--- config.mk ---
export PLATFORM = sky130hd
export DESIGN_NAME = serial_subtractor
export DESIGN_NICKNAME = d
export VERILOG_FILES = /design/src/rtl/serial_subtractor.sv
export SDC_FILE = /design/constraint.sdc
export NUM_CORES = 1
export LEC_CHECK = 0
export ABC_CLOCK_PERIOD_IN_PS = 3550
export CORE_MARGIN = 2
export CORE_UTILIZATION = 50
export CTS_BUF_LIST = sky130_fd_sc_hd__clkbuf_16
export DETAILED_ROUTE_END_ITERATION = 10
export PLACE_DENSITY = 0.78
export SYNTH_ARGS = -nofsm -noshare
export SYNTH_HDL_FRONTEND = slang
export SYNTH_SLANG_ARGS = --single-unit
--- constraint.sdc ---
create_clock -name clk_i -period 3.55 [get_ports clk_i]
set_clock_uncertainty 0.1 [all_clocks]
set_input_delay 0.5325 -clock clk_i [delete_from_list [all_inputs] [get_ports clk_i]]
set_output_delay 0.5325 -clock clk_i [all_outputs]
set_load 0.01 [all_outputs]
--- src/rtl/serial_subtractor.sv ---
// Multi-cycle unsigned subtractor: ChunkWidth bits per cycle, LSB chunk first, borrow rippled through a register.
// Optional borrow-in port for cascading: define SERIAL_SUBTRACTOR_BORROW_IN_EN.
module serial_subtractor #(
  parameter int Width      = 8,
  parameter int ChunkWidth = 2
) (
  input  logic             clk_i,
  input  logic             rst_i,
  input  logic             in_valid_i,
  output logic             in_ready_o,
  input  logic [Width-1:0] minuend_i,
  input  logic [Width-1:0] subtrahend_i,
`ifdef SERIAL_SUBTRACTOR_BORROW_IN_EN
  input  logic             borrow_i,
`endif
  output logic             out_valid_o,
  input  logic             out_ready_i,
  output logic [Width-1:0] diff_o,
  output logic             borrow_o
);

  localparam int NumChunks = Width / ChunkWidth;
  localparam int CntW      = (NumChunks > 1) ? $clog2(NumChunks) : 1;

  generate
    if (Width < 1 || ChunkWidth < 1 || (Width % ChunkWidth) != 0) begin : g_bad_param
      $error("serial_subtractor: ChunkWidth must be >= 1 and divide Width exactly");
    end
  endgenerate

  typedef enum logic [1:0] {
    IDLE = 2'd0,
    BUSY = 2'd1,
    DONE = 2'd2
  } state_e;

  // One chunk of the subtraction; the extra MSB is the outgoing borrow.
  function automatic logic [ChunkWidth:0] chunk_sub(input logic [ChunkWidth-1:0] a,
                                                    input logic [ChunkWidth-1:0] b,
                                                    input logic              bin);
    chunk_sub = {1'b0, a} - {1'b0, b} - {{ChunkWidth{1'b0}}, bin};
  endfunction

  state_e                state_r;
  state_e                next_state_s;
  logic [CntW-1:0]       cnt_r;
  logic                  borrow_r;
  logic [Width-1:0]      a_r;
  logic [Width-1:0]      b_r;
  logic [ChunkWidth-1:0] a_chunk_s;
  logic [ChunkWidth-1:0] b_chunk_s;
  logic [ChunkWidth:0]   sub_s;
  logic                  last_s;
  logic                  init_borrow_s;

`ifdef SERIAL_SUBTRACTOR_BORROW_IN_EN
  assign init_borrow_s = borrow_i;
`else
  assign init_borrow_s = 1'b0;
`endif

  assign a_chunk_s = a_r[int'(cnt_r)*ChunkWidth +: ChunkWidth];
  assign b_chunk_s = b_r[int'(cnt_r)*ChunkWidth +: ChunkWidth];
  assign sub_s     = chunk_sub(a_chunk_s, b_chunk_s, borrow_r);
  assign last_s    = (cnt_r == CntW'(NumChunks - 1));

  // State register.
  always_ff @(posedge clk_i or posedge rst_i) begin
    if (rst_i) begin
      state_r <= IDLE;
    end else begin
      state_r <= next_state_s;
    end
  end

  // Next-state decode and handshake outputs, both derived from the current state.
  always_comb begin
    next_state_s = state_r;
    in_ready_o   = 1'b0;
    out_valid_o  = 1'b0;
    case (state_r)
      IDLE: begin
        in_ready_o = 1'b1;
        if (in_valid_i) begin
          next_state_s = BUSY;
        end else begin
          next_state_s = IDLE;
        end
      end
      BUSY: begin
        if (last_s) begin
          next_state_s = DONE;
        end else begin
          next_state_s = BUSY;
        end
      end
      DONE: begin
        out_valid_o = 1'b1;
        if (out_ready_i) begin
          next_state_s = IDLE;
        end else begin
          next_state_s = DONE;
        end
      end
      default: begin
        next_state_s = IDLE;
      end
    endcase
  end

  // Operand capture, chunk-serial datapath and registered result.
  always_ff @(posedge clk_i or posedge rst_i) begin
    if (rst_i) begin
      cnt_r    <= '0;
      borrow_r <= 1'b0;
      a_r      <= '0;
      b_r      <= '0;
      diff_o   <= '0;
      borrow_o <= 1'b0;
    end else begin
      case (state_r)
        IDLE: begin
          if (in_valid_i) begin
            a_r      <= minuend_i;
            b_r      <= subtrahend_i;
            cnt_r    <= '0;
            borrow_r <= init_borrow_s;
          end
        end
        BUSY: begin
          diff_o[int'(cnt_r)*ChunkWidth +: ChunkWidth] <= sub_s[ChunkWidth-1:0];
          borrow_r <= sub_s[ChunkWidth];
          if (last_s) begin
            cnt_r    <= '0;
            borrow_o <= sub_s[ChunkWidth];
          end else begin
            cnt_r <= cnt_r + CntW'(1);
          end
        end
        DONE: begin
          // result held until the consumer takes it
        end
        default: begin
          cnt_r <= '0;
        end
      endcase
    end
  end

endmodule

### Word level (Yosys, flattened, before mapping)

Cells that the tools add are included.

* reduce and logical (&&, ||, !) cells: 6
* bitwise operators: 1
* $add $sub $neg: 4
* shift-type cells: 4
* muxes and demuxes: 12
* eq/ne operators: 4

Operators with widths (number)
* $neg 3->33: 1
* $shift 2x33->8 const A: 1
* $shiftx 2x33->8: 1
* $shiftx 8x4->2: 2
* $pmux 2 s3: 2
* $bwmux 8: 1
* $mux 2: 4
* $reduce_and 2->1: 4
* $eq 2x2->1 const B: 2
* $mux 1: 4
* $sub 2x2->3: 1
* $sub 3x1->3: 1
* $add 2x1->2 const B: 1
* $eq 2x1->1 const B: 1
* $logic_not 2->1: 1
* $ne 2x2->1 const B: 1
* $pmux 1 s2: 1
* $reduce_bool 2->1: 1
* $not 1->1: 1

* register bits after elaboration: 30
* output and inout bits: 11

### Depth between registers and ports, before layout

Gate-level depths: netlist (run 1).

* word-level depth: 5
* depth in mapped cells: 8

### Worst setup path after synthesis (run 1)

OpenSTA, ideal clock, no wires.

* path type: reg2reg
* start point: register cnt_r[0]
* end point: register diff_o[5]
* slack: 1023 ps
* arrival time: 2362 ps
* cell stages (with the launch flop): 8
* required time: 3385 ps
* cells stage by stage: dfrtp_1 > buf_4 > mux4_2 > fa_1 > inv_1 > fa_1 > nor4b_1 > mux2_2

* longest elaborated chain between the ends: 5
* elaborated cells between the ends (all ways): 8

Ends and longest elaborated chain
* from (decl): line 46 `logic [CntW-1:0] cnt_r;`
* from (signal assigned): line 137 `cnt_r <= cnt_r + CntW'(1);`
* $shiftx 8x4->2, on equally long branches: line 62, 63
* $sub 2x2->3: line 41 `chunk_sub = {1'b0, a} - {1'b0, b} - {{ChunkWidth{1'b0}}, bin};`
* $sub 3x1->3: line 41
* $shiftx 2x33->8: line 131 `diff_o[int'(cnt_r)*ChunkWidth +: ChunkWidth] <= sub_s[ChunkWidth-1:0];`
* $bwmux 8 (*): line 131
* to (signal, indexed assignment): line 131
* to (decl): line 18 `output logic [Width-1:0] diff_o,`

Every way passes the cells marked *; elsewhere a longest branch is shown, timed or not.
A chain may end at the register's enable or synchronous reset.

### Worst setup path in the final report (run 1)

* start point: register cnt_r[0]
* end point: register diff_o[7]

The elaborated chain is that of the path after synthesis.

==> flow_metrics.env, run 1 <==
export IMPL_status="finished clean"
export IMPL_final_nets=168
export IMPL_cts_tree="yes"
export IMPL_grt_max_degree=31
export IMPL_antenna_found_initial=0
export IMPL_ant_nets=0
export IMPL_htreeDepth=2
export IMPL_synth_most_common_cell="dfrtp_1"
export IMPL_regArea_um2=750.7
export IMPL_hold_violations=0
export IMPL_cp_required_ps=3670
export IMPL_endpoint_kind="flip-flop"
export IMPL_rr_startpoint="cnt_r[0]$_DFFE_PP0P_"
export IMPL_post_cts_buffers=0
export IMPL_ys_ff_latch=30
export IMPL_setup_tns_ps=0
export IMPL_firstDrtPassIters=3
export IMPL_grt_pass1_wl_mm=4.485
export IMPL_power_density_nw_per_um2=928.9
export IMPL_r2r_slack_ps=880
export IMPL_grt_usage_pct=18.22
export IMPL_path_clk_slew_ps=50
export IMPL_critPathKind="flip-flop to flip-flop"
export IMPL_postLayoutCoreUtil_pct=66.43
export IMPL_whs_endpoint="borrow_o$_DFFE_PP0P_"
export IMPL_dieArea_um2=3500
export IMPL_critPathMaxFanout=5
export IMPL_post_drt_via_cell_ratio=5.351
export IMPL_reg2reg_depth=6
export IMPL_setup_violations=0
export IMPL_ctsResizeCount=0
export IMPL_synth_edf_count=0
export IMPL_rsz0062_at_grt="no"
export IMPL_final_area_um2=1978
export IMPL_irDropWorstVdd_v=0.0004714
export IMPL_worstHoldPathCells=1
export IMPL_p_leak_uw=0.0008768
export IMPL_synth_cell_area_um2=1521
export IMPL_min_delay_start="borrow_o$_DFFE_PP0P_"
export IMPL_io_buffers=30
export IMPL_yosys_top_cells_area="dfrtp_1, mux2_2, mux4_2"
export IMPL_ys_flop_type="dfrtp_1"
export IMPL_drt_total_wl_mm=2.632
export IMPL_avgSynthCellArea_um2=14.22
export IMPL_wire_per_inst_um=15.13
export IMPL_dpl_cell_area_um2=1837
export IMPL_grt_ovfl_total=0
export IMPL_hp_class="flip-flop to flip-flop"
export IMPL_post_dp_hpwl_mm=1.909
export IMPL_hold_buffers=0
export IMPL_finalCriticalPeriod_ps=2668
export IMPL_layout_drive_gt1_share_pct=26.95
export IMPL_clock_latency_ps=280
export IMPL_io_pins=31
export IMPL_std_cell_rows=20
export IMPL_fin_crit_sh_pct=75.16
export IMPL_grt_pass1_vias=1002
export IMPL_die_x_um=59.16
export IMPL_synth_top_cell_area_share_pct=49.34
export IMPL_die_height_um=59.16
export IMPL_cts_root_buf="clkbuf_16"
export IMPL_clock_sinks=30
export IMPL_diodes=0
export IMPL_clock_fmax_mhz=374.8
export IMPL_cts_buffers=5
export IMPL_synth_distinct_cells=24
export IMPL_worstMarginPinSlew_ps=1106
export IMPL_synthArstFlopShare_pct=100.0
export IMPL_worst_ep_arrival_time_ps=2790
export IMPL_area_delta_synth_final_pct=30.02
export IMPL_cts_max_path_buffers=2
export IMPL_drc=0
export IMPL_start_kind="flip-flop"
export IMPL_drtIter0Drc=12
export IMPL_cap_violations=0
export IMPL_worstReg2RegEnd="diff_o[7]$_DFFE_PP0P_"
export IMPL_gp_congestion=0.7556
export IMPL_synth_commonest_cells="dfrtp_1, mux2_2, inv_1"
export IMPL_synth_fp_nets=135
export IMPL_whs_ps=404.8
export IMPL_fill_cells=225
export IMPL_synth_seq_area_share_pct=49.34
export IMPL_initial_core_util_pct=51.09
export IMPL_syn_instance_count=107
export IMPL_relSlewSlack_pct=26.17
export IMPL_synth_top_area_cell="dfrtp_1"
export IMPL_core_um2=2978
export IMPL_routed_via_count=931
export IMPL_multiInputGateArea_um2=699.4
export IMPL_ys_warn_count=0
export IMPL_maxSlewViolCount=0
critical path, cell delays in order (launching register included):
cell and delay [ps]:
dfrtp_1 480, mux4_2 550, fa_1 380, inv_1 80, fa_1 480, nor4b_1 340
mux2_2 210
cell usage in the layout (no fill, tap or decap):
cell type         n
dfrtp_1          30
clkdlybuf4s50_1  30
mux2_2           25
inv_1            10
ha_1              6
clkbuf_16         5
nor4bb_1          4
mux4_2            4
and3b_1           3
nor4b_1           3
a32o_1            2
nand3b_1          2
nor2_1            2
fa_1              2
nor3b_4           1
nor2b_1           1
o21bai_1          1
a22o_1            1
or2b_1            1
nand2b_1          1
o21ai_0           1
a21o_1            1
and4b_1           1
clkinvlp_4        1
clkinv_2          1
clkinv_1          1
buf_4             1
per-layer routing:
| metal | up-vias | wire, µm | global-route usage [%] |
|---|---|---|---|
| met4 | 0 | 60 | 9.091 |
| met3 | 7 | 147 | 8.734 |
| met2 | 26 | 1297 | 28.73 |
| li1 | 449 | - | - |
| met1 | 449 | 1126 | 20.66 |
| met5 | - | 0 | 0 |
cell type report:
cell class | count | share of cell area, %
flip-flops and latches | 30 | 37.95
repair buffers | 31 | 15.56
well taps | 33 | 2.087
clock buffers | 5 | 6.325
multi-input cells | 62 | 35.36
inverters | 10 | 1.898
clock inverters | 3 | 0.8223
metrics by stage:
| stage | total power, µW | worst slack, ps | instances |
|---|---|---|---|
| floorplan | 1216 | 1023 | 107 |
| global placement | 1412 | 988.8 | 166 |
| detailed placement | 1446 | 911.5 | 166 |
| CTS | 1858 | 847.6 | 174 |
| global route | 1977 | 709.9 | 174 |
| finish | 1838 | 881.7 | 174 |
logic make-up after synthesis:
logic type | count (synthesis) | synth area share (%)
AO/OA/AOI/OAI | 6 | 3.207
adder cells (fa/ha/maj) | 8 | 7.566
buffers and inverters | 15 | 4.688
flip-flops | 30 | 49.34
multiplexers | 29 | 24.42
AND/OR/NAND/NOR | 19 | 10.77
where the power goes:
group	switching, µW	total [µW]	internal (µW)
clock network	147	402	255
logic	346	829	482
registers	118	607	489
sequential cells by signal, summed over array words and instances (netlist names):
| register | count |
|---|---|
| borrow_o | 1 |
| state_r | 2 |
| cnt_r | 2 |
| a_r | 8 |
| borrow_r | 1 |
| b_r | 8 |
| diff_o | 8 |
worst max path at each step:
stage | from | end | slack (ps) | cells past startpoint
global placement | cnt_r[0]$_DFFE_PP0P_ | diff_o[7]$_DFFE_PP0P_ | 990 | 6
CTS | cnt_r[0]$_DFFE_PP0P_ | diff_o[5]$_DFFE_PP0P_ | 850 | 6
detailed placement | cnt_r[0]$_DFFE_PP0P_ | diff_o[3]$_DFFE_PP0P_ | 910 | 6
global route | cnt_r[0]$_DFFE_PP0P_ | diff_o[7]$_DFFE_PP0P_ | 710 | 6
finish | cnt_r[0]$_DFFE_PP0P_ | diff_o[7]$_DFFE_PP0P_ | 880 | 6
floorplan | cnt_r[0]$_DFFE_PP0P_ | diff_o[5]$_DFFE_PP0P_ | 1020 | 7
Note: power is estimated with default switching activity, not from simulation.
==> run 2: changes to the inputs <==
ABC_CLOCK_PERIOD_IN_PS = 2600   (was 3550)
clock period = 2.6 ns   (was 3.55 ns; I/O delays follow)
==> run 2 against run 1 <==
Global-route usage up 0.79 points. Count of clock-buffer cells in the layout unchanged. Final cell count up 2.3%. Worst hold slack worse by 5.8 ps. Die area unchanged. Worst setup slack worse by 750 ps. Via count up 5.5%.
==> flow_metrics.env, run 2 (synthesis results as in run 1) <==
export IMPL_setup_tns_ps=0
export IMPL_final_nets=172
export IMPL_cts_buffers=5
export IMPL_io_pins=31
export IMPL_grt_pass1_wl_mm=4.636
export IMPL_grt_ovfl_total=0
export IMPL_cap_violations=0
export IMPL_die_x_um=59.16
export IMPL_initial_core_util_pct=51.09
export IMPL_rsz0062_at_grt="no"
export IMPL_path_clk_slew_ps=50
export IMPL_worst_ep_arrival_time_ps=2590
export IMPL_crit_buf_inv=1
export IMPL_final_cell_mix="clkdlybuf4s50_1, dfrtp_1, mux2_2"
export IMPL_post_drt_via_cell_ratio=5.517
export IMPL_irDropWorstVdd_v=0.0005923
export IMPL_clock_latency_ps=280
export IMPL_dieArea_um2=3500
export IMPL_slowest_delay_ps=520
export IMPL_cts_max_path_buffers=2
export IMPL_p_leak_uw=0.0009026
export IMPL_clock_sinks=30
export IMPL_regArea_um2=752.0
export IMPL_power_density_nw_per_um2=1273
export IMPL_maxSlewViolCount=0
export IMPL_finalCriticalPeriod_ps=2467
export IMPL_worstMarginPinSlew_ps=388.1
export IMPL_top_regs="a_r (8), b_r (8), diff_o (8)"
export IMPL_cts_root_buf="clkbuf_16"
export IMPL_wire_per_inst_um=15.47
export IMPL_endpoint_kind="flip-flop"
export IMPL_hp_class="input pin to async pin"
export IMPL_area_delta_synth_final_pct=32.81
export IMPL_diodes=0
export IMPL_grt_pass1_vias=1023
export IMPL_drtIter0Drc=39
export IMPL_antenna_found_initial=0
export IMPL_critPathMaxFanout=4
export IMPL_relSlewSlack_pct=74.13
export IMPL_start_kind="flip-flop"
export IMPL_cts_tree="yes"
export IMPL_setup_violations=0
export IMPL_die_height_um=59.16
export IMPL_path_delay_family="adder cells"
export IMPL_firstDrtPassIters=4
export IMPL_gp_congestion=0.7955
export IMPL_ant_nets=0
export IMPL_io_buffers=30
export IMPL_std_cell_rows=20
export IMPL_status="finished clean"
export IMPL_htreeDepth=2
export IMPL_grt_usage_pct=19.01
export IMPL_drt_total_wl_mm=2.753
export IMPL_grt_max_degree=31
export IMPL_cp_required_ps=2720
export IMPL_postLayoutCoreUtil_pct=67.86
export IMPL_post_cts_buffers=0
export IMPL_critPathKind="flip-flop to flip-flop"
export IMPL_cpMaxStageDelayCell="mux4_2"
export IMPL_cp_cell_sequence="mux4_2 > fa_1 > inv_1 > fa_2 > nor4b_1 > mux2_2"
export IMPL_hold_violations=0
export IMPL_fill_cells=229
export IMPL_mostFrequentLayoutCell="clkdlybuf4s50_1"
export IMPL_clock_fmax_mhz=405.3
export IMPL_drc=0
export IMPL_fin_crit_sh_pct=94.89
export IMPL_multiInputGateArea_um2=714.4
export IMPL_post_dp_hpwl_mm=1.977
export IMPL_layout_drive_gt1_share_pct=31.03
export IMPL_core_um2=2978
export IMPL_routed_via_count=982
==> run 2: cell types whose count changed in the layout (fill, tap and decap cells not counted) <==
| cell | previous run | this run |
|---|---|---|
| dfrtp_1 | 30 | 29 |
| nor4b_1 | 3 | 1 |
| fa_1 | 2 | 1 |
| clkinvlp_4 | 1 | 0 |
| buf_4 | 1 | 5 |
| nor4b_2 | 0 | 2 |
| inv_1 | 10 | 11 |
| fa_2 | 0 | 1 |
| dfrtp_2 | 0 | 1 |
==> run 2: through the flow <==
stage	setup slack (ps)	instances	hold slack (ps)	total power (µW)	cell area, µm²
2_1_floorplan	73.09	107	366.0	1660	1521
3_3_place_gp	119.2	170	387.2	1956	1867
3_5_place_dp	77.60	170	390.4	1992	1867
4_1_cts	42.40	178	400.4	2541	2004
5_1_grt	20.20	178	418.9	2757	2021
6_report	133.0	178	399.0	2572	2021
==> run 2: area by class of cell <==
cell class / instances / area share [%]
flip-flops and latches: 30 / 37.21
multi-input cells: 62 / 35.36
repair buffers: 35 / 16.72
clock buffers: 5 / 6.192
well taps: 33 / 2.043
inverters: 10 / 1.858
clock inverters: 3 / 0.6192
==> run 2: metal layers <==
layer,part of all wire [%],vias to the layer above,GRT usage [%]
li1,-,453,-
met1,41,499,20.96
met2,52,24,31.90
met3,5.2,6,8.515
met4,1.9,0,7.792
met5,0,-,0
==> run 2: path summary, 6_finish.rpt <==
kind	start	to	slack, ps	depth (start not counted)
worst max-delay path	cnt_r[0]$_DFFE_PP0P_	diff_o[5]$_DFFE_PP0P_	130	6
worst min-delay path	rst_i	diff_o[6]$_DFFE_PP0P_	400	3
worst max register to register	cnt_r[0]$_DFFE_PP0P_	diff_o[5]$_DFFE_PP0P_	130	6
worst min register to register	b_r[5]$_DFFE_PP0P_	b_r[5]$_DFFE_PP0P_	400	1
max in group asynchronous	rst_i	cnt_r[0]$_DFFE_PP0P_	1700	3
min in group clk_i	b_r[5]$_DFFE_PP0P_	b_r[5]$_DFFE_PP0P_	400	1
==> run 2: where the power goes <==
| part | total [µW] | switching, µW | internal [µW] |
|---|---|---|---|
| sequential | 818 | 149 | 669 |
| combinational | 1220 | 509 | 709 |
| clock | 535 | 191 | 344 |
| total | 2570 | 849 | 1720 |
==> run 2: what timing repair did <==
| item | 4_1_cts | 5_1_grt |
|---|---|---|
| gates resized for setup | 0 | 4 |
| endpoints found under the hold margin | 0 | 0 |
| hold buffers | 0 | 0 |
| endpoints found under the setup margin | 0 | 4 |
==> run 2: worst register-to-register path: stages (launching register included) <==
cell and delay (ps):
dfrtp_2 400, mux4_2 520, fa_1 370, inv_1 90, fa_2 480, nor4b_1 270
mux2_2 190
==> run 3: changes to the inputs <==
ABC_CLOCK_PERIOD_IN_PS = 2200   (was 2600)
CORE_UTILIZATION = 45   (was 50)
PLACE_DENSITY = 0.74   (was 0.78)
clock period = 2.2 ns   (was 2.6 ns; I/O delays follow)
==> run 3 against run 2 <==
The run now ends with setup timing left. Worst setup slack worse by 400 ps. Non-clock buffer count increased by 1. Sequential share of layout area fell by 0.72 points. Clock power is 19% higher. Highest routed layer unchanged. Combinational power rose by 25%. Critical path type unchanged. First-iteration DRC count stayed put. Maximum frequency rose by 0.18%. Sequential cell count unchanged. Global-route usage down 2.4 points. Power is 22% higher. Sequential power up 19%. Core utilization shrank 5.1 points.
==> flow_metrics.env, run 3 (synthesis results as in run 1) <==
export IMPL_status="finished, violations left"
export IMPL_violations="setup timing"
export IMPL_dpl_cell_area_um2=1903
export IMPL_regArea_um2=752.0
export IMPL_dieArea_um2=3862
export IMPL_critPathKind="flip-flop to flip-flop"
export IMPL_post_drt_via_cell_ratio=5.073
export IMPL_grt_usage_pct=16.60
export IMPL_finalCriticalPeriod_ps=2463
export IMPL_cts_max_path_buffers=2
export IMPL_rr_startpoint="cnt_r[0]$_DFFE_PP0P_"
export IMPL_fill_cells=281
export IMPL_top_regs="a_r (8), b_r (8), diff_o (8)"
export IMPL_final_cell_mix="clkdlybuf4s50_1, dfrtp_1, mux2_2"
export IMPL_endpoint_kind="flip-flop"
export IMPL_diodes=0
export IMPL_drtIter0Drc=39
export IMPL_gp_congestion=0.7837
export IMPL_cap_violations=0
export IMPL_r2r_slack_ps=-260
export IMPL_hold_violations=0
export IMPL_worstMarginPinSlew_ps=376.3
export IMPL_maxSlewViolCount=0
export IMPL_crit_end="diff_o[3]$_DFFE_PP0P_"
export IMPL_power_density_nw_per_um2=1520
export IMPL_cts_tree="yes"
export IMPL_clock_sinks=30
export IMPL_htreeDepth=2
export IMPL_cts_root_buf="clkbuf_16"
export IMPL_firstDrtPassIters=4
export IMPL_antenna_found_initial=0
export IMPL_worst_ep_arrival_time_ps=2570
export IMPL_p_leak_uw=0.0009025
export IMPL_setup_violations=4
export IMPL_io_pins=31
export IMPL_grt_ovfl_total=0
export IMPL_area_delta_synth_final_pct=35.44
export IMPL_clock_fmax_mhz=406.1
export IMPL_worstReg2RegEnd="diff_o[3]$_DFFE_PP0P_"
export IMPL_irDropWorstVdd_v=0.0006809
export IMPL_wire_per_inst_um=14.63
export IMPL_rsz0062_at_grt="yes"
export IMPL_drt_total_wl_mm=2.809
export IMPL_post_dp_hpwl_mm=2.129
export IMPL_layout_drive_gt1_share_pct=34.25
export IMPL_grt_pass1_vias=1099
export IMPL_drc=0
export IMPL_reg2reg_depth=6
export IMPL_fin_ws_ps=-262.5
export IMPL_postLayoutCoreUtil_pct=62.74
export IMPL_final_area_um2=2061
export IMPL_cts_buffers=5
export IMPL_critPathMaxFanout=4
export IMPL_grt_max_degree=31
export IMPL_fin_crit_sh_pct=111.9
export IMPL_critPathLaunch="cnt_r[0]$_DFFE_PP0P_"
export IMPL_initial_core_util_pct=46.32
export IMPL_routed_via_count=974
export IMPL_whs_ps=334.8
export IMPL_die_height_um=62.15
export IMPL_hp_class="input pin to async pin"
export IMPL_mostFrequentLayoutCell="clkdlybuf4s50_1"
export IMPL_path_clk_slew_ps=50
export IMPL_multiInputGateArea_um2=726.9
export IMPL_std_cell_rows=21
export IMPL_cp_required_ps=2310
export IMPL_ant_nets=0
export IMPL_io_buffers=30
export IMPL_die_x_um=62.15
export IMPL_core_um2=3284
export IMPL_start_kind="flip-flop"
export IMPL_relSlewSlack_pct=74.91
export IMPL_clock_latency_ps=270
export IMPL_grt_pass1_wl_mm=5.078
export IMPL_final_nets=173
==> run 3: what timing repair did <==
item | CTS | global route
resized for setup | 3 | 1
buffers inserted | 0 | 0
pin swaps | 2 | 1
hold buffers | 0 | 0
endpoints found under the setup margin | 6 | 7
==> run 3: metal layers <==
| metal | share of wire (%) | up-vias | global-route usage, % | wire length (µm) |
|---|---|---|---|---|
| met4 | 0.68 | 0 | 4.167 | 19 |
| met2 | 55 | 26 | 29.62 | 1535 |
| met1 | 40 | 489 | 19.54 | 1132 |
| met5 | 0 | - | 0 | 0 |
| met3 | 4.3 | 2 | 5.072 | 122 |
| li1 | - | 457 | - | - |
==> run 3: worst max-delay path, stage by stage, from the launching register on <==
cell      delay (ps)
dfrtp_2          410
mux4_2           520
fa_2             350
inv_2             60
fa_2             470
nor4bb_2         290
mux2_2           200
==> run 3: area by class of cell <==
type                       instances  area share (%)
sequential                        30           36.49
inverter                          10           1.821
multi-input combinational         62           35.28
timing repair buffer              36           16.76
tap                               46           2.793
clock buffer                       5           6.072
clock inverter                     3          0.7893
==> run 3: power breakdown <==
part	switching (µW)	total, µW	internal (µW)
Clock	227	638	411
Sequential	185	976	791
Combinational	639	1520	880
Total	1050	3130	2080
==> run 3: stage by stage <==
stage	total power (µW)	setup TNS (ps)	std cells	setup slack (ps)
floorplan	2013	-989.2	107	-268.3
global placement	2384	-798.5	184	-205.7
detailed placement	2438	-1110	184	-313.9
CTS	3145	-1017	192	-285.4
global route	3351	-1386	192	-348.6
finish	3133	-912.5	192	-262.5
==> run 3: worst min-delay path by stage <==
stage,slack (ps),to,from,cells after the start
global route,410,diff_o[5]$_DFFE_PP0P_,rst_i,3
floorplan,320,a_r[0]$_DFFE_PP0P_,rst_i,1
detailed placement,400,a_r[7]$_DFFE_PP0P_,a_r[7]$_DFFE_PP0P_,1
finish,330,diff_o[0]$_DFFE_PP0P_,rst_i,3
global placement,390,b_r[7]$_DFFE_PP0P_,b_r[7]$_DFFE_PP0P_,1
CTS,350,diff_o[5]$_DFFE_PP0P_,rst_i,3
